==> config.mk <==
export PLATFORM = sky130hd
export DESIGN_NAME = ntt_layer_scheduler
export DESIGN_NICKNAME = d
export VERILOG_FILES = /design/src/rtl/ntt_layer_scheduler.sv
export SDC_FILE = /design/constraint.sdc
export NUM_CORES = 1
export LEC_CHECK = 0
export CELL_PAD_IN_SITES_DETAIL_PLACEMENT = 1
export CELL_PAD_IN_SITES_GLOBAL_PLACEMENT = 2
export CORE_MARGIN = 2
export CORE_UTILIZATION = 43
export DETAILED_ROUTE_END_ITERATION = 16
export GPL_TIMING_DRIVEN = 0
export PLACE_DENSITY_LB_ADDON = 0.05
export SLEW_MARGIN = 25
export SYNTH_ARGS = -nofsm -noshare
export SYNTH_HDL_FRONTEND = slang
export SYNTH_SLANG_ARGS = --single-unit
==> constraint.sdc <==
create_clock -name i_clk -period 13.14 [get_ports i_clk]
set_input_delay 2.628 -clock i_clk [delete_from_list [all_inputs] [get_ports i_clk]]
set_output_delay 2.628 -clock i_clk [all_outputs]
set_load 0.03 [all_outputs]
==> src/rtl/ntt_layer_scheduler.sv <==
// Address/twiddle sequencer for an in-place Cooley-Tukey NTT over a dual-port RAM.
// Issues one butterfly per cycle, drains the datapath between layers, replays write-back addresses.
module ntt_layer_scheduler #(
  parameter int unsigned N      = 256,
  parameter int unsigned ADDR_W = 8,
  parameter int unsigned LAYERS = 7,
  parameter int unsigned RD_LAT = 1,
  parameter int unsigned BF_LAT = 4
) (
  input  logic              i_clk,
  input  logic              i_rst,
  input  logic              i_start,
  output logic              o_busy,
  output logic              o_done,
  output logic              o_rd_en,
  output logic [ADDR_W-1:0] o_rd_addr_a,
  output logic [ADDR_W-1:0] o_rd_addr_b,
  output logic              o_bf_start,
  output logic [ADDR_W-2:0] o_twiddle_idx,
  output logic              o_wr_en,
  output logic [ADDR_W-1:0] o_wr_addr_a,
  output logic [ADDR_W-1:0] o_wr_addr_b,
  output logic [2:0]        o_layer
);

  localparam int unsigned       D          = RD_LAT + BF_LAT;
  localparam int unsigned       DCNT_W     = $clog2(D) + 1;
  localparam int unsigned       RW         = 3 * ADDR_W;
  localparam int unsigned       WW         = 2 * ADDR_W + 1;
  localparam logic [ADDR_W-1:0] HALF       = ADDR_W'(N / 2);
  localparam logic [ADDR_W-1:0] ONE        = ADDR_W'(1);
  localparam logic [2:0]        LAST_LAYER = 3'(LAYERS - 1);
  localparam logic [DCNT_W-1:0] DCNT_LAST  = DCNT_W'(D - 1);

  typedef enum logic [1:0] {StIdle, StRun, StDrain, StFin} state_t;

  state_t            r_state;
  logic [ADDR_W-1:0] r_j;
  logic [ADDR_W-1:0] r_grp;
  logic [ADDR_W-1:0] r_len;
  logic [ADDR_W-1:0] r_k;
  logic [ADDR_W-1:0] r_cnt;
  logic [DCNT_W-1:0] r_dcnt;
  logic [2:0]        r_layer;
  logic              r_busy;
  logic              r_done;
  logic              r_rd_en;
  logic [ADDR_W-1:0] r_rd_a;
  logic [ADDR_W-1:0] r_rd_b;
  logic [ADDR_W-2:0] r_rd_k;

  logic              w_issue;
  logic              w_wrap;
  logic              w_layer_end;
  logic [ADDR_W-1:0] w_j_inc;
  logic [ADDR_W-1:0] w_cnt_inc;
  logic [ADDR_W-1:0] w_grp_nxt;

  assign w_issue     = (r_state == StRun) || ((r_state == StIdle) && i_start);
  assign w_j_inc     = r_j + ONE;
  assign w_wrap      = (w_j_inc == (r_grp + r_len));
  assign w_grp_nxt   = r_grp + (r_len << 1);
  assign w_cnt_inc   = r_cnt + ONE;
  assign w_layer_end = (w_cnt_inc == HALF);

  // Pointers (j, grp, len, k) always hold the next pair to issue, so IDLE+start issues at once.
  always_ff @(posedge i_clk or posedge i_rst) begin
    if (i_rst) begin
      r_state <= StIdle;
      r_j     <= '0;
      r_grp   <= '0;
      r_len   <= HALF;
      r_k     <= ONE;
      r_cnt   <= '0;
      r_dcnt  <= '0;
      r_layer <= '0;
      r_busy  <= 1'b0;
      r_done  <= 1'b0;
      r_rd_en <= 1'b0;
      r_rd_a  <= '0;
      r_rd_b  <= '0;
      r_rd_k  <= '0;
    end else begin
      r_done  <= 1'b0;
      r_rd_en <= w_issue;
      r_rd_a  <= w_issue ? r_j : '0;
      r_rd_b  <= w_issue ? (r_j + r_len) : '0;
      r_rd_k  <= w_issue ? r_k[ADDR_W-2:0] : '0;
      if (w_issue) begin
        r_busy  <= 1'b1;
        r_cnt   <= w_cnt_inc;
        r_dcnt  <= '0;
        r_state <= w_layer_end ? StDrain : StRun;
        if (w_wrap) begin
          r_grp <= w_grp_nxt;
          r_j   <= w_grp_nxt;
          r_k   <= r_k + ONE;
        end else begin
          r_j <= w_j_inc;
        end
      end else begin
        case (r_state)
          StDrain: begin
            // Hold off reads until every write of this layer has landed.
            if (r_dcnt == DCNT_LAST) begin
              r_cnt <= '0;
              r_j   <= '0;
              r_grp <= '0;
              if (r_layer == LAST_LAYER) begin
                r_state <= StFin;
              end else begin
                r_layer <= r_layer + 3'd1;
                r_len   <= r_len >> 1;
                r_state <= StRun;
              end
            end else begin
              r_dcnt <= r_dcnt + DCNT_W'(1);
            end
          end
          StFin: begin
            r_done  <= 1'b1;
            r_busy  <= 1'b0;
            r_layer <= '0;
            r_len   <= HALF;
            r_k     <= ONE;
            r_state <= StIdle;
          end
          default: begin
          end
        endcase
      end
    end
  end

  logic [RD_LAT-1:0][RW-1:0] r_rd_pipe;
  logic [BF_LAT-1:0][WW-1:0] r_wr_pipe;
  logic [RW-1:0]             w_bf_word;
  logic [WW-1:0]             w_wr_word;

  assign w_bf_word = r_rd_pipe[RD_LAT-1];
  assign w_wr_word = r_wr_pipe[BF_LAT-1];

  always_ff @(posedge i_clk or posedge i_rst) begin
    if (i_rst) begin
      r_rd_pipe <= '0;
      r_wr_pipe <= '0;
    end else begin
      r_rd_pipe[0] <= {r_rd_en, r_rd_a, r_rd_b, r_rd_k};
      for (int i = 1; i < int'(RD_LAT); i++) begin
        r_rd_pipe[i] <= r_rd_pipe[i-1];
      end
      r_wr_pipe[0] <= w_bf_word[RW-1 -: WW];
      for (int i = 1; i < int'(BF_LAT); i++) begin
        r_wr_pipe[i] <= r_wr_pipe[i-1];
      end
    end
  end

  assign o_busy        = r_busy;
  assign o_done        = r_done;
  assign o_rd_en       = r_rd_en;
  assign o_rd_addr_a   = r_rd_a;
  assign o_rd_addr_b   = r_rd_b;
  assign o_layer       = r_layer;
  assign o_bf_start    = w_bf_word[RW-1];
  assign o_twiddle_idx = w_bf_word[ADDR_W-2:0];
  assign o_wr_en       = w_wr_word[WW-1];
  assign o_wr_addr_a   = w_wr_word[WW-2 -: ADDR_W];
  assign o_wr_addr_b   = w_wr_word[ADDR_W-1:0];

endmodule

Word level (Yosys, flattened, before mapping). Index checks and enable logic that the tools add are counted.

Add/subtract/negate cells: 8. Eq/ne operators: 12. Multiplexer cells: 31. Bitwise operators: 1. Reductions and logical operators: 14.

Operators with widths (count): 8-bit 2-to-1 mux (14); 8-bit by 1-bit adder with 8-bit output (second input constant) (3); 8-bit adder (3); 8-bit one-hot mux with 2 select lines (1); 4-bit 2-to-1 mux (3); 8-bit equality test (1); 8-bit equality test (second input constant) (1); 2-bit 2-to-1 mux (4); 2-bit AND reduction (4); 2-bit nonzero test (4); 7-bit 2-to-1 mux (1); 3-bit 2-to-1 mux (2); 2-bit != test (second input constant) (3); 3-bit one-hot mux with 2 select lines (1); 4-bit by 1-bit adder with 4-bit output (second input constant) (1); 2-bit equality test (second input constant) (2); 4-bit by 3-bit equality test with 1-bit output (second input constant) (1); 1-bit 2-to-1 mux (4); 2-bit one-hot mux with 2 select lines (1); 4-bit AND reduction (1); 3-bit by 1-bit adder with 3-bit output (second input constant) (1); 3-bit equality test (second input constant) (1); 3-bit != test (second input constant) (1); 3-bit AND reduction (1); other kinds (7) (7).

Register bits: 167. Logic and storage cells: 85.

Depth between registers and ports, before layout. Gate-level depths: netlist (run 1).

Depth in word-level cells: 5. Gate-level depth with buffers: 9.

Worst setup path before layout (run 1). No wires, ideal clock.

Kind: in2reg. Start point: in i_start. End point: reg r_cnt[2]. Library setup time: 0.083 ns. Arrival: 3.837 ns. Data required time: 13.057 ns. Path slack: 9.220 ns. Stages on the path: 6. Path through: o21ai_1 inv_1 a21oi_1 clkbuf_1 o21ai_0 o21ai_0.

Cells in the longest elaborated chain, start to end: 4.

Ends and longest elaborated chain: start, declared (RTL line 12) `input logic i_start,`; 1-bit logical AND (*) (RTL line 59) `assign w_issue = (r_state == StRun) || ((r_state == StIdle) && i_start);`; 1-bit logical OR (*) (RTL line 59); 2-bit nonzero test (no source line); 2-bit AND reduction (no source line); end signal, assigned (RTL line 91) `r_cnt <= w_cnt_inc;`; end, declared (RTL line 42) `logic [ADDR_W-1:0] r_cnt;`.

Mark *: on every way between the ends. The rest lies on a longest branch, timed or not. A chain may end at the register's enable or synchronous reset.

Final worst setup path (run 1).
Start point: in i_start. End point: reg r_cnt[7].

Same word-level chain as after synthesis.

==> results.tsv, run 1 <==
metric	value	unit
status	completed	
P_int	1120	uW
post-synthesis cell area	0.00640	mm^2
Num CTS Buffers	17	
synth unique cells	55	
initial antenna violation count	0	
CTS resizes	0	
YS warnings	0	
Seq cells post-synth	165	
Max IR drop VDD	0.0901	mV
clk_lat worst skew	430	ps
H-tree Lvls	4	
Hold Path Class	flop to flop	
slowest stage delay, CP	610	ps
WP data arrival	5090	ps
Slowest-stage cell, CP	o21ai_1	
CTS tree	done	
GRT overflow	0	
die footprint	0.0159	mm^2
commonest cells after routing, fill and taps aside	dfrtp_1 (163), clkdlybuf4s50_1 (49), nor2_1 (27), nand2_1 (27), ha_1 (27)	
pin slew with the least headroom to its limit	948	ps
Ant. Diodes	0	
CTS clock-pin slew for the worst setup and hold paths	60	ps
Top Ports	50	
unrepaired setup endpoints after global routing	false	
reg2reg setup slack	10110	ps
Net Sw Power	430	uW
switch share	0.277	
clk sink count	165	
Worst setup SP type	input pin	
f_max	211	MHz
largest net degree at the start of global routing	105	
crit path kind	input pin to flop	
via/cell ratio	5.16	
Final Util	0.538	
Leakage	0.00363	uW
core area	0.0145	mm^2
Synth Area in Compound Gates	0.108	
Flop pwr share	0.456	
Post-Synthesis Cells	492	
total wire length	13.5	mm
gpl congestion	0.826	
First-pass DRT Iterations	4	
GRT Total Usage	0.186	
Power Density	199	mW/mm^2
Top FF cell, synth	dfrtp_1	
clk_skew	8.29	ps
Worst setup EP type	flop	
I/O Buffers	49	
chip height	126	um
main combinational cell family by area after synthesis	compound AO/OA/AOI/OAI gates	
Synth Area in Simple Gates	0.0811	
first-pass GRT wire length	22.8	mm
chip width	126	um
Layout Nets	593	
commonest non-fill, non-tap cell in the layout	dfrtp_1	
Tcrit/Tclk final	0.360	
final setup vio count	0	
Gate power share	0.192	
ys async rst share	1.00	
hold buffers post-CTS	0	
worst path cell trace	clkdlybuf4s50_1 -> o21ai_1 -> inv_1 -> a21oi_1 -> clkbuf_1 -> o21ai_0 -> o21ai_0	
vias in the first global route	4336	
clock root buffer	clkbuf_16	
max-slew violations	0	
slew margin rel.	0.364	
peak fanout along the critical path	10	
synthesized area per cell	13.0	um^2
hold depth	0	
Area Overhead vs Synth	22.0	%
Post-route DRC	0	
r2r worst-path depth	9	
Clock Power Share	0.352	
DRT antenna net count	0	
routed vias	3907	
sequential fraction of the synthesis area	0.645	
setup bufs post-CTS	0	
syn_nets	524	
routed len/inst	17.9	um
Final HPWL DP	9.29	mm
Starting Density	0.441	
Hold Vio Cnt, Final	0	
CTS Buffer Depth	2	
num rows	44	
crit-path most repeated cell	o21ai_0	
fin crit period	4740	ps
max-cap check violation count	0	
Req. time, crit path	13490	ps
drt initial violations	206	
XOR/XNOR Fraction of Synth Area	0.0534	
Synth Area in Adders	0.0590	
Post-synth EDFFs	0	
multiplexer share of the synthesized area	0.00782	
share of cells above drive strength 1	0.113	
Setup TNS Final	0	ps
[worst max-delay path, delay by kind of cell]
family / cells / cell delay (ps)
AO/OA/AOI/OAI: 4 / 1270
buffers and inverters: 3 / 1190
[flip-flops by register name, indices dropped and copies added, names as in the netlist]
register / flops
r_cnt: 8
o_done: 1
w_wr_word: 17
o_rd_en: 1
r_grp: 7
o_rd_addr_a: 8
r_rd_pipe: 24
r_state: 2
r_rd_k: 7
r_wr_pipe: 51
r_j: 8
o_layer: 3
o_rd_addr_b: 8
r_k: 7
r_len: 8
r_dcnt: 4
o_busy: 1
[synthesized netlist by cell type, types with 3 or more instances]
cell type / count / area share
dfrtp_1: 163 / 0.64
ha_1: 27 / 0.053
nand2_1: 27 / 0.016
nor2_1: 27 / 0.016
buf_4: 24 / 0.028
xnor2_1: 23 / 0.031
o21ai_0: 20 / 0.016
a21oi_1: 17 / 0.013
xor2_1: 16 / 0.022
and2_1: 15 / 0.015
inv_1: 14 / 0.0082
clkbuf_1: 11 / 0.0064
a21o_1: 10 / 0.012
a22o_1: 9 / 0.012
nand3_1: 9 / 0.0070
a32o_1: 6 / 0.0094
mux2i_1: 5 / 0.0078
nand4_1: 5 / 0.0049
nor3_1: 5 / 0.0039
o21bai_1: 4 / 0.0047
o2bb2ai_1: 4 / 0.0055
o31ai_1: 4 / 0.0047
a31oi_1: 3 / 0.0029
and3_1: 3 / 0.0029
[kinds of logic after synthesis]
family | after synthesis
adders and majority gates | 29
xor gates and xnor gates | 39
muxes | 5
buffers and inverters | 52
AOI/OAI and AO/OA | 98
DFF | 165
and+or+nand+nor | 104
[final timing paths]
check,from,end
worst max-delay path,i_start,r_cnt[7]
worst min-delay path,r_wr_pipe[42],w_wr_word[8]
worst max register to register,r_len[2],r_k[2]
worst min register to register,r_wr_pipe[42],w_wr_word[8]
max in group asynchronous,i_rst,r_k[0]
min in group asynchronous,i_rst,r_wr_pipe[41]
[layer usage]
layer	up-vias	track usage	routed length, um
li1	1820	-	-
met1	2020	0.233	5880
met2	54	0.315	7010
met3	13	0.0476	432
met4	0	0.0659	190
met5	-	0	0
[through the flow]
stage                     cell area [um^2]  worst slack (ps)  power [uW]  cells  hold slack [ps]
after detailed placement              7160              7980        1020    726              336
after floorplan                       6400              6050         892    492              331
after CTS                             7810              8420        1580    757              347
final                                 7810              8400        1550    757              343
after global routing                  7810              8150        1630    757              355
after global placement                7120              4030        1000    725              332
[area by class of cell]
| type | count | area [um^2] |
|---|---|---|
| Fill cell | 1488 | 6720 |
| Sequential cell | 165 | 4130 |
| Multi-Input combinational cell | 275 | 1980 |
| Timing Repair Buffer | 50 | 518 |
| Clock buffer | 21 | 460 |
| Buffer | 37 | 236 |
| Tap cell | 184 | 230 |
| Clock inverter | 10 | 195 |
| Inverter | 15 | 63.8 |
[power groups by stage]
stage | sequential (uW) | combinational, uW | clock, uW
after detailed placement | 719 | 300 | 0
after global routing | 725 | 322 | 581
final | 707 | 298 | 546
after global placement | 708 | 292 | 0
after floorplan | 727 | 165 | 0
after CTS | 712 | 303 | 562
Power figures use the tool's default switching activity.
==> run 2, diff against run 1 <==
- CORE_UTILIZATION: 43 -> 40
- clock period: 13.14 -> 4.6 ns (I/O delays scaled with it)
==> results.tsv, run 2 (same netlist as run 1, synthesis figures left out) <==
metric	value	unit	change
crit path kind	input pin to flop		
Hold Vio Cnt, Final	0		unchanged
I/O Buffers	49		unchanged
Cell Area, Placed	0.00727	mm^2	+1.5%
Final Power	4240	uW	+170%
Leakage	0.00361	uW	-0.54%
Gate power share	0.202		+0.010
Largest register FFs	51		unchanged
commonest cells after routing, fill and taps aside	dfrtp_1 (163), clkdlybuf4s50_1 (49), nor2_1 (27), nand2_1 (27), ha_1 (27)		
first-pass GRT wire length	21.6	mm	-5.2%
clk_skew	8.45	ps	+0.160 ps
Area Overhead vs Synth	22.5	%	
CTS tree	done		
via/cell ratio	4.86		-5.9%
share of cells above drive strength 1	0.121		+0.00767
total wire length	13.1	mm	-3.0%
crit-path most repeated cell	o21ai_0		
gpl congestion	0.778		-5.8%
Layout Nets	597		+0.67%
peak fanout along the critical path	10		unchanged
P_int	2980	uW	+170%
f_max	325	MHz	
drt initial violations	172		-17%
Slowest-stage cell, CP	o21ai_1		
reg2reg setup slack	1550	ps	-8560 ps
Worst setup EP type	flop		
Worst setup SP type	input pin		
fin crit period	3080	ps	
clk sink count	165		unchanged
Req. time, crit path	4930	ps	-8560 ps
Post-route DRC	0		unchanged
switch share	0.297		+0.0204
CTS Buffer Depth	2		unchanged
Ant. Diodes	0		unchanged
max-slew violations	0		unchanged
Hold Path Class	flop to flop		
Starting Density	0.406		-0.0345
die footprint	0.0170	mm^2	+7.3%
Tcrit/Tclk final	0.669		
Top Ports	50		unchanged
chip width	131	um	+3.6%
Net Sw Power	1260	uW	+190%
initial antenna violation count	0		unchanged
Flop pwr share	0.475		+0.019
Setup TNS Final	0	ps	unchanged
Max IR drop VDD	0.237	mV	+160%
H-tree Lvls	4		unchanged
commonest non-fill, non-tap cell in the layout	dfrtp_1		
Num CTS Buffers	17		unchanged
highest routed layer	met4		
vias in the first global route	4168		-3.9%
largest net degree at the start of global routing	31		-70%
slew margin rel.	0.517		+0.153
pin slew with the least headroom to its limit	720	ps	-228 ps
chip height	131	um	+3.6%
clk_lat worst skew	420	ps	about the same
num rows	46		+4.5%
Top reg by flops	r_wr_pipe		
unrepaired setup endpoints after global routing	false		
CTS resizes	0		unchanged
Final Util	0.497		-0.0403
final setup vio count	0		unchanged
First-pass DRT Iterations	4		unchanged
hold buffers post-CTS	0		unchanged
DRT antenna net count	0		unchanged
CTS clock-pin slew for the worst setup and hold paths	60	ps	about the same
core area	0.0158	mm^2	+8.5%
worst path cell trace	clkdlybuf4s50_1 -> o21ai_1 -> inv_1 -> a21oi_1 -> clkbuf_1 -> o21ai_0 -> o21ai_0		
Met1 Wirelength	6.02	mm	+2.2%
WP data arrival	3410	ps	-1680 ps
Final Instance Area	0.00784	mm^2	+0.37%
WHS	344	ps	+0.777 ps
routed len/inst	16.5	um	-7.5%
GRT overflow	0		unchanged
max-cap check violation count	0		unchanged
status	completed		
setup bufs post-CTS	0		unchanged
Power Density	540	mW/mm^2	+170%
GRT Total Usage	0.169		-0.0173
Clock Power Share	0.322		-0.030
slowest stage delay, CP	610	ps	about the same
Final HPWL DP	9.32	mm	+0.32%
clock root buffer	clkbuf_16		
met3 routed WL	389	um	-10%
routed vias	3855		-1.3%
DR WL met2	6.49	mm	-7.5%
[run 2: changes by cell type in the layout (fill, tap and decap cells not counted), sizes merged]
cell      previous run  this run
bufinv               5         1
buf                 27        31
clkbuf              32        30
inv                 16        19
clkinvlp             1         5
[run 2: power groups by stage]
stage | Clock (uW) | Sequential, uW | Combinational (uW)
after global placement | 0 | 2010 | 837
after CTS | 1410 | 2020 | 871
after global routing | 1470 | 2060 | 929
after floorplan | 0 | 2080 | 473
final | 1370 | 2010 | 858
after detailed placement | 0 | 2040 | 867
[run 2: area by class of cell]
class / count / area [um^2]
Fill cell: 1661 / 7930
Buffer: 37 / 236
Multi-Input combinational cell: 275 / 1980
Timing Repair Buffer: 54 / 591
Inverter: 15 / 60.1
Tap cell: 216 / 270
Clock buffer: 19 / 433
Clock inverter: 13 / 143
Sequential cell: 165 / 4130
[run 2: worst paths after layout]
kind / startpoint / depth (start not counted) / to
max: i_start / 7 / r_cnt[7]
min: r_wr_pipe[13] / 0 / r_wr_pipe[30]
max reg2reg: r_state[1] / 8 / r_cnt[7]
min reg2reg: r_wr_pipe[13] / 0 / r_wr_pipe[30]
max in group asynchronous: i_rst / 5 / o_rd_en
min in group asynchronous: i_rst / 2 / w_wr_word[2]
[run 2: worst max-delay path: cells and delay by family]
kind                   cells  cell delay [ps]
buffers and inverters      3             1240
AO/OA/AOI/OAI              4             1240
[run 2: metal layers]
| layer | up-vias | GRT usage |
|---|---|---|
| li1 | 1823 | - |
| met1 | 1960 | 0.216 |
| met2 | 57 | 0.281 |
| met3 | 15 | 0.0342 |
| met4 | 0 | 0.0713 |
| met5 | - | 0 |
[run 2: per-stage QoR]
stage | setup WS (ps) | instances
floorplan | 1580 | 492
global placement | 280 | 757
detailed placement | 1070 | 762
CTS | 1510 | 794
global route | 1200 | 794
finish | 1520 | 794
